$ cat src/rtl/stack_pkg.sv
// Shared encodings for the two-requester stack arbiter.
package stack_pkg;

    // Requester index; also the encoding of the round-robin pointer
    typedef enum logic {
        REQ0 = 1'b0,
        REQ1 = 1'b1
    } req_idx_e;

    // Requested stack operation
    typedef enum logic {
        OP_POP  = 1'b0,
        OP_PUSH = 1'b1
    } op_e;

    // The requester that gets priority after r has been served
    function automatic req_idx_e other_req(input req_idx_e r);
        return (r == REQ0) ? REQ1 : REQ0;
    endfunction

endpackage

$ cat src/rtl/stack_arbiter_rr_arb2.sv
// Two-way round-robin selector: a lone request always wins, a tie goes to the pointer.
module rr_arb2
    import stack_pkg::*;
(
    input  logic     i_req0,
    input  logic     i_req1,
    input  req_idx_e i_ptr,
    output logic     o_gnt0_c,
    output logic     o_gnt1_c
);

    // Pick at most one requester
    always_comb begin
        o_gnt0_c = 1'b0;
        o_gnt1_c = 1'b0;
        if (i_req0 && i_req1) begin
            if (i_ptr == REQ0) o_gnt0_c = 1'b1;
            else               o_gnt1_c = 1'b1;
        end else begin
            o_gnt0_c = i_req0;
            o_gnt1_c = i_req1;
        end
    end

endmodule

$ cat src/rtl/stack_arbiter.sv
// Arbitrates two requesters onto a single external stack, tracks occupancy,
// flags illegal ops and returns pop data one cycle after the pop grant.
module stack_arbiter
    import stack_pkg::*;
#(
    parameter int unsigned WIDTH = 32,
    parameter int unsigned DEPTH = 7
) (
    input  logic                             clk,
    input  logic                             reset,
    input  logic                             req0,
    input  logic                             req1,
    input  logic                             op0,
    input  logic                             op1,
    input  logic [WIDTH-1:0]                 wdata0,
    input  logic [WIDTH-1:0]                 wdata1,
    output logic                             gnt0,
    output logic                             gnt1,
    output logic                             err0,
    output logic                             err1,
    output logic                             rvalid0,
    output logic                             rvalid1,
    output logic [WIDTH-1:0]                 rdata,
    output logic                             stk_push,
    output logic                             stk_pop,
    output logic [WIDTH-1:0]                 stk_d,
    input  logic [WIDTH-1:0]                 stk_q,
    output logic                             stk_reset,
    output logic [$clog2(DEPTH+1)-1:0]       count,
    output logic                             full,
    output logic                             empty
);

    localparam int unsigned CW = $clog2(DEPTH + 1);

    logic [CW-1:0] r_count;
    req_idx_e      r_ptr;
    logic          r_rvalid0;
    logic          r_rvalid1;

    logic          w_arb_gnt0;
    logic          w_arb_gnt1;
    logic          w_gnt0;
    logic          w_gnt1;
    logic          w_any_gnt;
    op_e           w_op;
    logic          w_full;
    logic          w_empty;
    logic          w_push_ok;
    logic          w_pop_ok;
    logic          w_illegal;

    rr_arb2 u_rr_arb2 (
        .i_req0   (req0),
        .i_req1   (req1),
        .i_ptr    (r_ptr),
        .o_gnt0_c (w_arb_gnt0),
        .o_gnt1_c (w_arb_gnt1)
    );

    // Grants are suppressed while reset is held low
    assign w_gnt0    = w_arb_gnt0 & reset;
    assign w_gnt1    = w_arb_gnt1 & reset;
    assign w_any_gnt = w_gnt0 | w_gnt1;

    assign w_op      = w_gnt1 ? op_e'(op1) : op_e'(op0);
    assign w_full    = (r_count == CW'(DEPTH));
    assign w_empty   = (r_count == CW'(0));

    // Legality of the granted op; push and pop are mutually exclusive by construction
    assign w_push_ok = w_any_gnt && (w_op == OP_PUSH) && !w_full;
    assign w_pop_ok  = w_any_gnt && (w_op == OP_POP)  && !w_empty;
    assign w_illegal = w_any_gnt && !w_push_ok && !w_pop_ok;

    // Occupancy, round-robin pointer and pop-return tracking
    always_ff @(posedge clk) begin
        if (!reset) begin
            r_count   <= CW'(0);
            r_ptr     <= REQ0;
            r_rvalid0 <= 1'b0;
            r_rvalid1 <= 1'b0;
        end else begin
            if (w_push_ok)     r_count <= r_count + CW'(1);
            else if (w_pop_ok) r_count <= r_count - CW'(1);

            if (w_gnt0)      r_ptr <= other_req(REQ0);
            else if (w_gnt1) r_ptr <= other_req(REQ1);

            r_rvalid0 <= w_pop_ok & w_gnt0;
            r_rvalid1 <= w_pop_ok & w_gnt1;
        end
    end

    assign gnt0      = w_gnt0;
    assign gnt1      = w_gnt1;
    assign err0      = w_illegal & w_gnt0;
    assign err1      = w_illegal & w_gnt1;
    assign stk_push  = w_push_ok;
    assign stk_pop   = w_pop_ok;
    assign stk_d     = w_gnt1 ? wdata1 : wdata0;
    assign stk_reset = ~reset;

    // A pop return pending across an asserted reset is dropped
    assign rvalid0   = r_rvalid0 & reset;
    assign rvalid1   = r_rvalid1 & reset;
    assign rdata     = stk_q;

    assign count     = r_count;
    assign full      = w_full;
    assign empty     = w_empty;

endmodule
$ cat config.mk
export PLATFORM = sky130hd
export DESIGN_NAME = stack_arbiter
export DESIGN_NICKNAME = d
export VERILOG_FILES = /design/src/rtl/stack_pkg.sv /design/src/rtl/stack_arbiter_rr_arb2.sv /design/src/rtl/stack_arbiter.sv
export SDC_FILE = /design/constraint.sdc
export NUM_CORES = 1
export LEC_CHECK = 0
export BUFFER_PORTS_ARGS = -buffer_cell sky130_fd_sc_hd__clkbuf_2
export CORE_AREA = 2 2 70 72
export DETAILED_ROUTE_END_ITERATION = 6
export DIE_AREA = 0 0 72 74
export HOLD_SLACK_MARGIN = 0.05
export PLACE_DENSITY = 0.71
export SLEW_MARGIN = 30
export SYNTH_ARGS = -nofsm -noshare
export SYNTH_HDL_FRONTEND = slang
export SYNTH_SLANG_ARGS = --single-unit
$ cat constraint.sdc
create_clock -name clk -period 2.7 [get_ports clk]
set_input_delay 0.405 -clock clk [delete_from_list [all_inputs] [get_ports clk]]
set_output_delay 0.405 -clock clk [all_outputs]
set_load 0.005 [all_outputs]
# == After elaboration in Yosys (flattened, before gate mapping) ==
# Index checks and enable logic that the tools add are counted.
# word_totals
out_inout_bits,78
elab_cells,42
inputBits,102
reg_bits,6
# op_classes
add_sub_neg,2
mux,10
reduce_logical,14
eq_ne,1
bitwise_logic,11
# op_table
operator,count
$mux W32,1
$and A1 B1 Y1,8
$logic_and A1 B1 Y1,7
$mux W1,7
$mux W3,2
$logic_not A1 Y1,4
$reduce_bool A2 Y1,2
$add A3 B1 Y3 const B,1
$eq A3 B3 Y1 const B,1
$logic_not A3 Y1,1
$sub A3 B1 Y3 const B,1
$not A1 Y1,2
$or A1 B1 Y1,1

# == Depth between registers and ports, before layout ==
# Gate-level depths: netlist of run 1.
# logic_depth
depth_word,10
ltp_mapped,7
depth_no_buf,7

# == Modules after synthesis ==
# A second synthesis of run 1 with hierarchy kept.
# hier_totals
cells_unflattened,117
area_unflattened_um2,1031.0
# by_module_without_submodules
mod,n_inst,area_per_inst_um2,seq_area_each_um2,cells_per_inst
stack_arbiter,1,1012.2,120.1,114
rr_arb2,1,18.8,0.0,3

# == Least setup slack after synthesis of run 1 ==
# Ideal clock, no wire load.
# synth_timing
path_type,input to register
from,input port req0
to,register r_count[2] (netlist: count[2])
setup_time_ns,0.072
arrival_ns,2.014
path_stages,7
n_path_buf,0
required_ns,2.628
path_slack_ns,0.615
path_cell_list,nor2b_1 or3_4 a211oi_4 inv_1 fa_1 mux2i_1 mux2i_1
# synth_via
word_cells_on_any_way,14
classes_between,4 x mux; 4 x bitwise; 6 x reduce/logical
# synth_lines
item,line,rtl
start: declaration,stack_arbiter.sv:11,"input logic req0,"
$logic_and A1 B1 Y1,stack_arbiter_rr_arb2.sv:16,if (i_req0 && i_req1) begin
$mux W1,stack_arbiter_rr_arb2.sv:16,
$and A1 B1 Y1 (on tied branches),"stack_arbiter.sv:62, stack_arbiter.sv:63",
$or A1 B1 Y1 or $mux W1 (tied branches),"stack_arbiter.sv:64, stack_arbiter.sv:66",
$logic_and A1 B1 Y1 (*) (2 in a row),stack_arbiter.sv:71,assign w_push_ok = w_any_gnt && (w_op == OP_PUSH) && !w_full;
named net stk_push,stack_arbiter.sv:24,"output logic stk_push,"
$mux W3 or $reduce_bool A2 Y1 (tied branches),n/a,
end signal: assignment,stack_arbiter.sv:83,if (w_push_ok) r_count <= r_count + CW'(1);
end signal: assignment,stack_arbiter.sv:84,else if (w_pop_ok) r_count <= r_count - CW'(1);
end: declaration,stack_arbiter.sv:36,logic [CW-1:0] r_count;
# The timed path passes the listed nets; every way through them passes the cells marked *.
# A chain may end at the register's enable or synchronous reset.

# == Worst setup path after layout of run 1 ==
# layout_timing
from,input port reset
to,output port stk_d[29]
# layout_via
elab_chain_cells,2
# layout_lines
item,line,rtl
start: declaration,stack_arbiter.sv:10,"input logic reset,"
$and A1 B1 Y1,stack_arbiter.sv:63,assign w_gnt1 = w_arb_gnt1 & reset;
$mux W32,stack_arbiter.sv:100,assign stk_d = w_gnt1 ? wdata1 : wdata0;
end: declaration,stack_arbiter.sv:26,"output logic [WIDTH-1:0] stk_d,"
# Every way passes these cells.

==> results.md, run 1 <==
* Area contributors post-synth: nand2_1, buf_4, dfxtp_1, mux2i_1, a211oi_4
* Register-to-Register Path Depth at 7
* # setup viols final at 0
* Routed WL per cell at 11.0 um
* VDD IR max at 0.396 mV
* DR vias at 1312
* Overflow after GRT at 0
* Gates resized, CTS repair at 0
* Post-route DRC at 0
* Clk slew on worst S/H paths at 0.04 ns
* Worst-case clock buffer depth at 2
* Nets at 365
* Final worst-path cycle share at 0.799
* Critical path startpoint category: input port
* Die Y at 74 um
* IO Count at 180
* Crit path max-delay family: simple AND/OR/NAND/NOR gates
* Kind of critical path: input port to output pin
* Starting Density at 0.215
* Die area at 5330 um^2
* Synth async-reset ratio at 0
* Top cells by count, synth: nand2_1, buf_4, dfxtp_1
* Share of cells above drive strength 1 at 0.496
* Largest net degree at the start of global routing at 24
* Final max-slew violation count at 0
* Initial drt markers at 21
* Synth area leader: nand2_1
* Most frequent cell after synthesis: nand2_1
* Initial antenna violation count at 1
* DRT Pass-1 Iters at 4
* Die width at 72 um
* Crit-path cells: clkbuf_2 -> nand2_2 -> or2_2 -> inv_1 -> buf_4 -> nand2_1 -> nand2_1 -> clkbuf_2
* CP Capture Type: output pin
* Flops & latches, synth at 6
* Synth cell types at 25
* P&R area growth vs syn at 44.1%
* Syn Inst Count at 178
* Hold-fix buffers, CTS at 0
* Filler Cells Inserted at 512
* Synth Net Count at 281
* DP Wirelength at 2.93 mm
* GPL Wtd Cong at 0.761
* Number of max-cap violations at 0
* Final hold slack at 0.375 ns
* CTS tree: done
* Root Buffer Master: clkbuf_8
* EDFF count, synth at 0
* Status: finished clean
* Final hold vios at 0
* Synth Flop Type: dfxtp_1
* Clock skew at 0.00569 ns
* Fin Setup TNS at 0 ns
* H-tree depth at 1
* First-pass GRT wire length at 4.93 mm
* Pwr Density at 379 nW/um^2
* Clock latency on the worst-skew pair at 0.22 ns
* Rows at 25
* RSZ-0062 raised after global routing: false
* Max-Slew Margin vs Limit at 0.616
* Worst path max stage delay at 0.45 ns
* Post-Syn Area at 990 um^2
* Number of buffers created by CTS at 3
* WP depth at 8
* CP arrival at 1.75 ns
* Area share of the largest cell type after synthesis at 0.379
* Tot GR Track Use at 0.116
* WP buf/inv at 4
* Worst-Margin Slew at 0.569 ns
* Leak at 0.000960 uW
* Worst path slowest cell: or2_2
* Clock sink count at 6
* Final min period at 2.16 ns
* Warnings, synthesis at 0
* Post-route antenna net violation count at 0
* Routed vias/inst at 4.18
* Setup repair bufs after CTS at 0
* Worst hold path class: input port to flop
* Core Box Area at 4600 um^2
* Critical path peak fanout at 23
* Port bufs at 115
* Final wirelength at 3.44 mm
* Fmax at 464 MHz
* Inserted Diodes at 0
* Sequential-to-total area share from yosys stat at 0.121
* Worst hold stages at 2
* Number of global-route vias before repair at 1098
* Avg Inst Size Synth at 5.56 um^2
* WP data required at 2.30 ns
==> final timing paths <==
kind	startpoint	endpoint	slack [ns]
worst min-delay path	op1	r_rvalid1	0.37
worst min register to register	r_ptr	r_ptr	0.51
worst max register to register	r_ptr	count[2]	0.67
worst max-delay path	reset	stk_d[29]	0.54
==> cells in the final DEF (no fill, tap or decap), types with 2 or more instances in the layout <==
cell type / instances
o21ai_0: 4
nor2_1: 4
dfxtp_1: 6
clkbuf_2: 115
nand2_1: 100
inv_1: 5
buf_4: 3
clkbuf_8: 3
and2_2: 2
mux2i_1: 3
==> power by group <==
group          switching [uW]  leakage (uW)  total, uW  internal, uW
logic                     131      0.000889        271           140
registers                25.1     0.0000495        134           109
clock network            39.3     0.0000216        135          95.8
total                     195      0.000960        540           345
==> worst reg2reg max path: cells and delay by family (launching register included) <==
kind / cells / cell delay [ns]
buffers and inverters: 1 / 0.10
muxes: 2 / 0.39
and+or+nand+nor: 2 / 0.42
DFF: 1 / 0.34
adders and majority gates: 1 / 0.44
AOI/OAI and AO/OA: 1 / 0.28
==> layout make-up <==
class,count,area [um^2],area share
inverters,6,22.5,0.0158
flip-flops and latches,6,120,0.0842
multi-input cells,127,577,0.404
repair buffers,118,598,0.419
well taps,54,67.6,0.0474
clock buffers,3,41.3,0.0289
==> stage by stage <==
stage / util / worst slack, ns / cell area, um^2 / instances / power [uW]
floorplan: - / 0.615 / 990 / 178 / 300
global placement: 0.301 / 0.453 / 1390 / 311 / 405
detailed placement: 0.301 / 0.388 / 1390 / 311 / 410
CTS: 0.310 / 0.521 / 1430 / 314 / 550
global route: 0.310 / 0.375 / 1430 / 314 / 591
finish: 0.310 / 0.543 / 1430 / 314 / 540
==> logic make-up (layout without fill, tap and decap cells) <==
group / Yosys count / after routing / synth area share
compound gates: 8 / 8 / 0.0607
fa+ha+maj: 1 / 1 / 0.0202
buf+inv: 45 / 127 / 0.296
flops: 6 / 6 / 0.121
mux: 3 / 3 / 0.0303
simple gates: 115 / 115 / 0.472
==> layer usage <==
| metal | wire length, um | up-vias | track usage |
|---|---|---|---|
| li1 | - | 674 | - |
| met2 | 1660 | 64 | 0.188 |
| met4 | 102 | 2 | 0.0503 |
| met5 | 13 | - | 0 |
| met3 | 320 | 16 | 0.0488 |
| met1 | 1340 | 556 | 0.134 |
==> state kept, by name (all words and copies together) (netlist names) <==
signal	count
r_rvalid0	1
count	3
r_rvalid1	1
r_ptr	1
No activity file was read; power rests on OpenSTA's default activity.
==> run 2: changes to the inputs <==
--- a/config.mk
+++ b/config.mk
@@ -5,12 +5,13 @@
 export SDC_FILE = /design/constraint.sdc
 export NUM_CORES = 1
 export LEC_CHECK = 0
+export ABC_AREA = 1
 export BUFFER_PORTS_ARGS = -buffer_cell sky130_fd_sc_hd__clkbuf_2
-export CORE_AREA = 2 2 70 72
+export CORE_MARGIN = 2
+export CORE_UTILIZATION = 25
 export DETAILED_ROUTE_END_ITERATION = 6
-export DIE_AREA = 0 0 72 74
 export HOLD_SLACK_MARGIN = 0.05
-export PLACE_DENSITY = 0.71
+export PLACE_DENSITY = 0.79
 export SLEW_MARGIN = 30
 export SYNTH_ARGS = -nofsm -noshare
 export SYNTH_HDL_FRONTEND = slang
==> constraint.sdc (replaced) <==
create_clock -name clk -period 1.9 [get_ports clk]
set_input_delay 0.285 -clock clk [delete_from_list [all_inputs] [get_ports clk]]
set_output_delay 0.285 -clock clk [all_outputs]
set_load 0.005 [all_outputs]
==> results.md, run 2 <==
* Status: finished clean
* Initial antenna violation count at 0
* Synth Net Count at 303
* Number of global-route vias before repair at 1337
* Most common cell after layout, fill and taps aside: clkbuf_2
* Overflow after GRT at 0
* IO Count at 180
* RSZ-0062 raised after global routing: false
* Pint at 451 uW
* Largest net degree at the start of global routing at 26
* Top cells by count, synth: nand2_1, buf_4, inv_1
* Worst r2r dst: count[2]
* H-tree depth at 1
* Die area at 4820 um^2
* P_sw at 250 uW
* Routed vias/inst at 4.18
* Worst-case clock buffer depth at 2
* Post-route antenna net violation count at 0
* # setup viols final at 0
* Final max-slew violation count at 0
* Clock skew at 0.00204 ns
* CP Capture Type: output pin
* Kind of critical path: flop to output pin
* Pwr Density at 449 nW/um^2
* Final hold slack at 0.353 ns
* Clock sink count at 6
* Commonest non-fill, non-tap cells in the layout: clkbuf_2, nand2_1, inv_1
* Most frequent cell after synthesis: nand2_1
* Synth cell types at 17
* Reg-to-reg setup timing slack at 0.21 ns
* Setup crit start: r_ptr
* Hold Startpoint: req0
* CTS tree: done
* Inserted Diodes at 0
* Starting Density at 0.264
* DP Wirelength at 3.26 mm
* End of the critical path: stk_d[10]
* Worst hold path class: input port to flop
* Port bufs at 115
* VDD IR max at 0.443 mV
* Tot GR Track Use at 0.149
* Share of cells above drive strength 1 at 0.479
* Leak at 0.00110 uW
* Die Y at 69.5 um
* Routed WL per cell at 11.2 um
* P&R area growth vs syn at 45.8%
* Core Box Area at 4060 um^2
* Clk slew on worst S/H paths at 0.04 ns
* Final hold vios at 0
* DR vias at 1405
* Post-route DRC at 0
* Synth area leader: nand2_1
* Flops & latches, synth at 6
* Clock latency on the worst-skew pair at 0.22 ns
* Worst-Margin Slew at 0.240 ns
* Number of buffers created by CTS at 3
* Fmax at 571 MHz
* Syn Inst Count at 200
* WP data required at 1.62 ns
* Critical path startpoint category: flop
* Clock share of power at 0.277
* Dpl cells at 332
* GPL Wtd Cong at 0.896
* Root Buffer Master: clkbuf_8
* Warnings, synthesis at 0
* Area share of the largest cell type after synthesis at 0.375
* DRT Pass-1 Iters at 4
* First-pass GRT wire length at 6.01 mm
* Sw Ratio at 0.357
* Final worst-path cycle share at 0.922
* Synth async-reset ratio at 0
* Reg-to-Reg Start: r_ptr
* Max-Slew Margin vs Limit at 0.840
* Critical path peak fanout at 12
* Final instance area at 1560 um^2
* Rows at 23
* Area contributors post-synth: nand2_1, buf_4, dfxtp_1, inv_1, nand2_4
* Initial drt markers at 40
* EDFF count, synth at 0
* Register-to-Register Path Depth at 10
* Synth Flop Type: dfxtp_1
* Sequential Power Share at 0.218
* Avg Inst Size Synth at 5.36 um^2
* Combinational group share of total power at 0.505
* Fin Setup TNS at 0 ns
* Die width at 69.5 um
* CP arrival at 1.47 ns
* Sequential-to-total area share from yosys stat at 0.112
* Post-Syn Area at 1070 um^2
* Nets at 391
* Placed Area at 1490 um^2
* Number of max-cap violations at 0
* Final min period at 1.75 ns
* Final wirelength at 3.75 mm
* Post-Layout Cell Count at 336
* Max FFs per register at 3
[run 2: metrics by stage]
step | total power, uW | worst slack [ns] | util
2_1_floorplan | 371 | 0.253 | -
3_3_place_gp | 499 | 0.192 | 0.366
3_5_place_dp | 503 | 0.143 | 0.366
4_1_cts | 704 | 0.0510 | 0.377
5_1_grt | 763 | 0.00595 | 0.385
6_report | 701 | 0.149 | 0.385
[run 2: worst max-delay path: stages (launching register included)]
cell	delay, ns
dfxtp_1	0.34
inv_1	0.06
nand2_2	0.12
nand2_4	0.08
buf_4	0.17
inv_4	0.09
buf_6	0.15
nand2_1	0.07
nand2_1	0.06
clkbuf_2	0.10
[run 2: logic make-up (layout without fill, tap and decap cells)]
kind of cell | Yosys count | after routing | share of synthesized area
adder cells (fa/ha/maj) | 1 | 1 | 0.0187
flip-flops | 6 | 6 | 0.112
buffers and inverters | 58 | 144 | 0.327
AO/OA/AOI/OAI | 3 | 3 | 0.0140
AND/OR/NAND/NOR | 132 | 132 | 0.528
[run 2: worst min-delay path by stage]
stage                to  slack (ns)  depth (start not counted)
6_report          r_ptr        0.35                          3
5_1_grt           r_ptr        0.38                          3
4_1_cts           r_ptr        0.35                          3
3_5_place_dp      r_ptr        0.51                          2
3_3_place_gp      r_ptr        0.50                          2
2_1_floorplan  count[2]        0.41                          2
[run 2: power groups by stage]
stage	sequential, uW	combinational (uW)	clock [uW]
final	153	354	194
after detailed placement	154	349	0
after global routing	155	402	207
after floorplan	152	219	0
after CTS	152	351	200
after global placement	154	345	0
[run 2: cell type report]
| cell class | instances | area (um^2) |
|---|---|---|
| clock buffer | 3 | 41.3 |
| fill | 468 | 2500 |
| inverter | 20 | 78.8 |
| multi-input combinational | 136 | 603 |
| sequential | 6 | 121 |
| tap | 50 | 62.6 |
| timing repair buffer | 121 | 654 |
[run 2: timing repair]
| action | 4_1_cts | 5_1_grt |
|---|---|---|
| buffers inserted | 0 | 0 |
| cloned | 0 | 1 |
| endpoints found under the setup margin | 1 | 17 |
| hold endpoints to repair | 0 | 0 |
| hold buffers | 0 | 0 |
| pin swaps | 0 | 1 |
| gates resized for setup | 1 | 4 |
[run 2: routing by layer]
layer  share of wire  vias up  global-route usage
met5               0        -                   0
met4          0.0077        0              0.0305
met3            0.12        9              0.0640
met2            0.47       73               0.248
met1            0.40      591               0.180
li1                -      732                   -
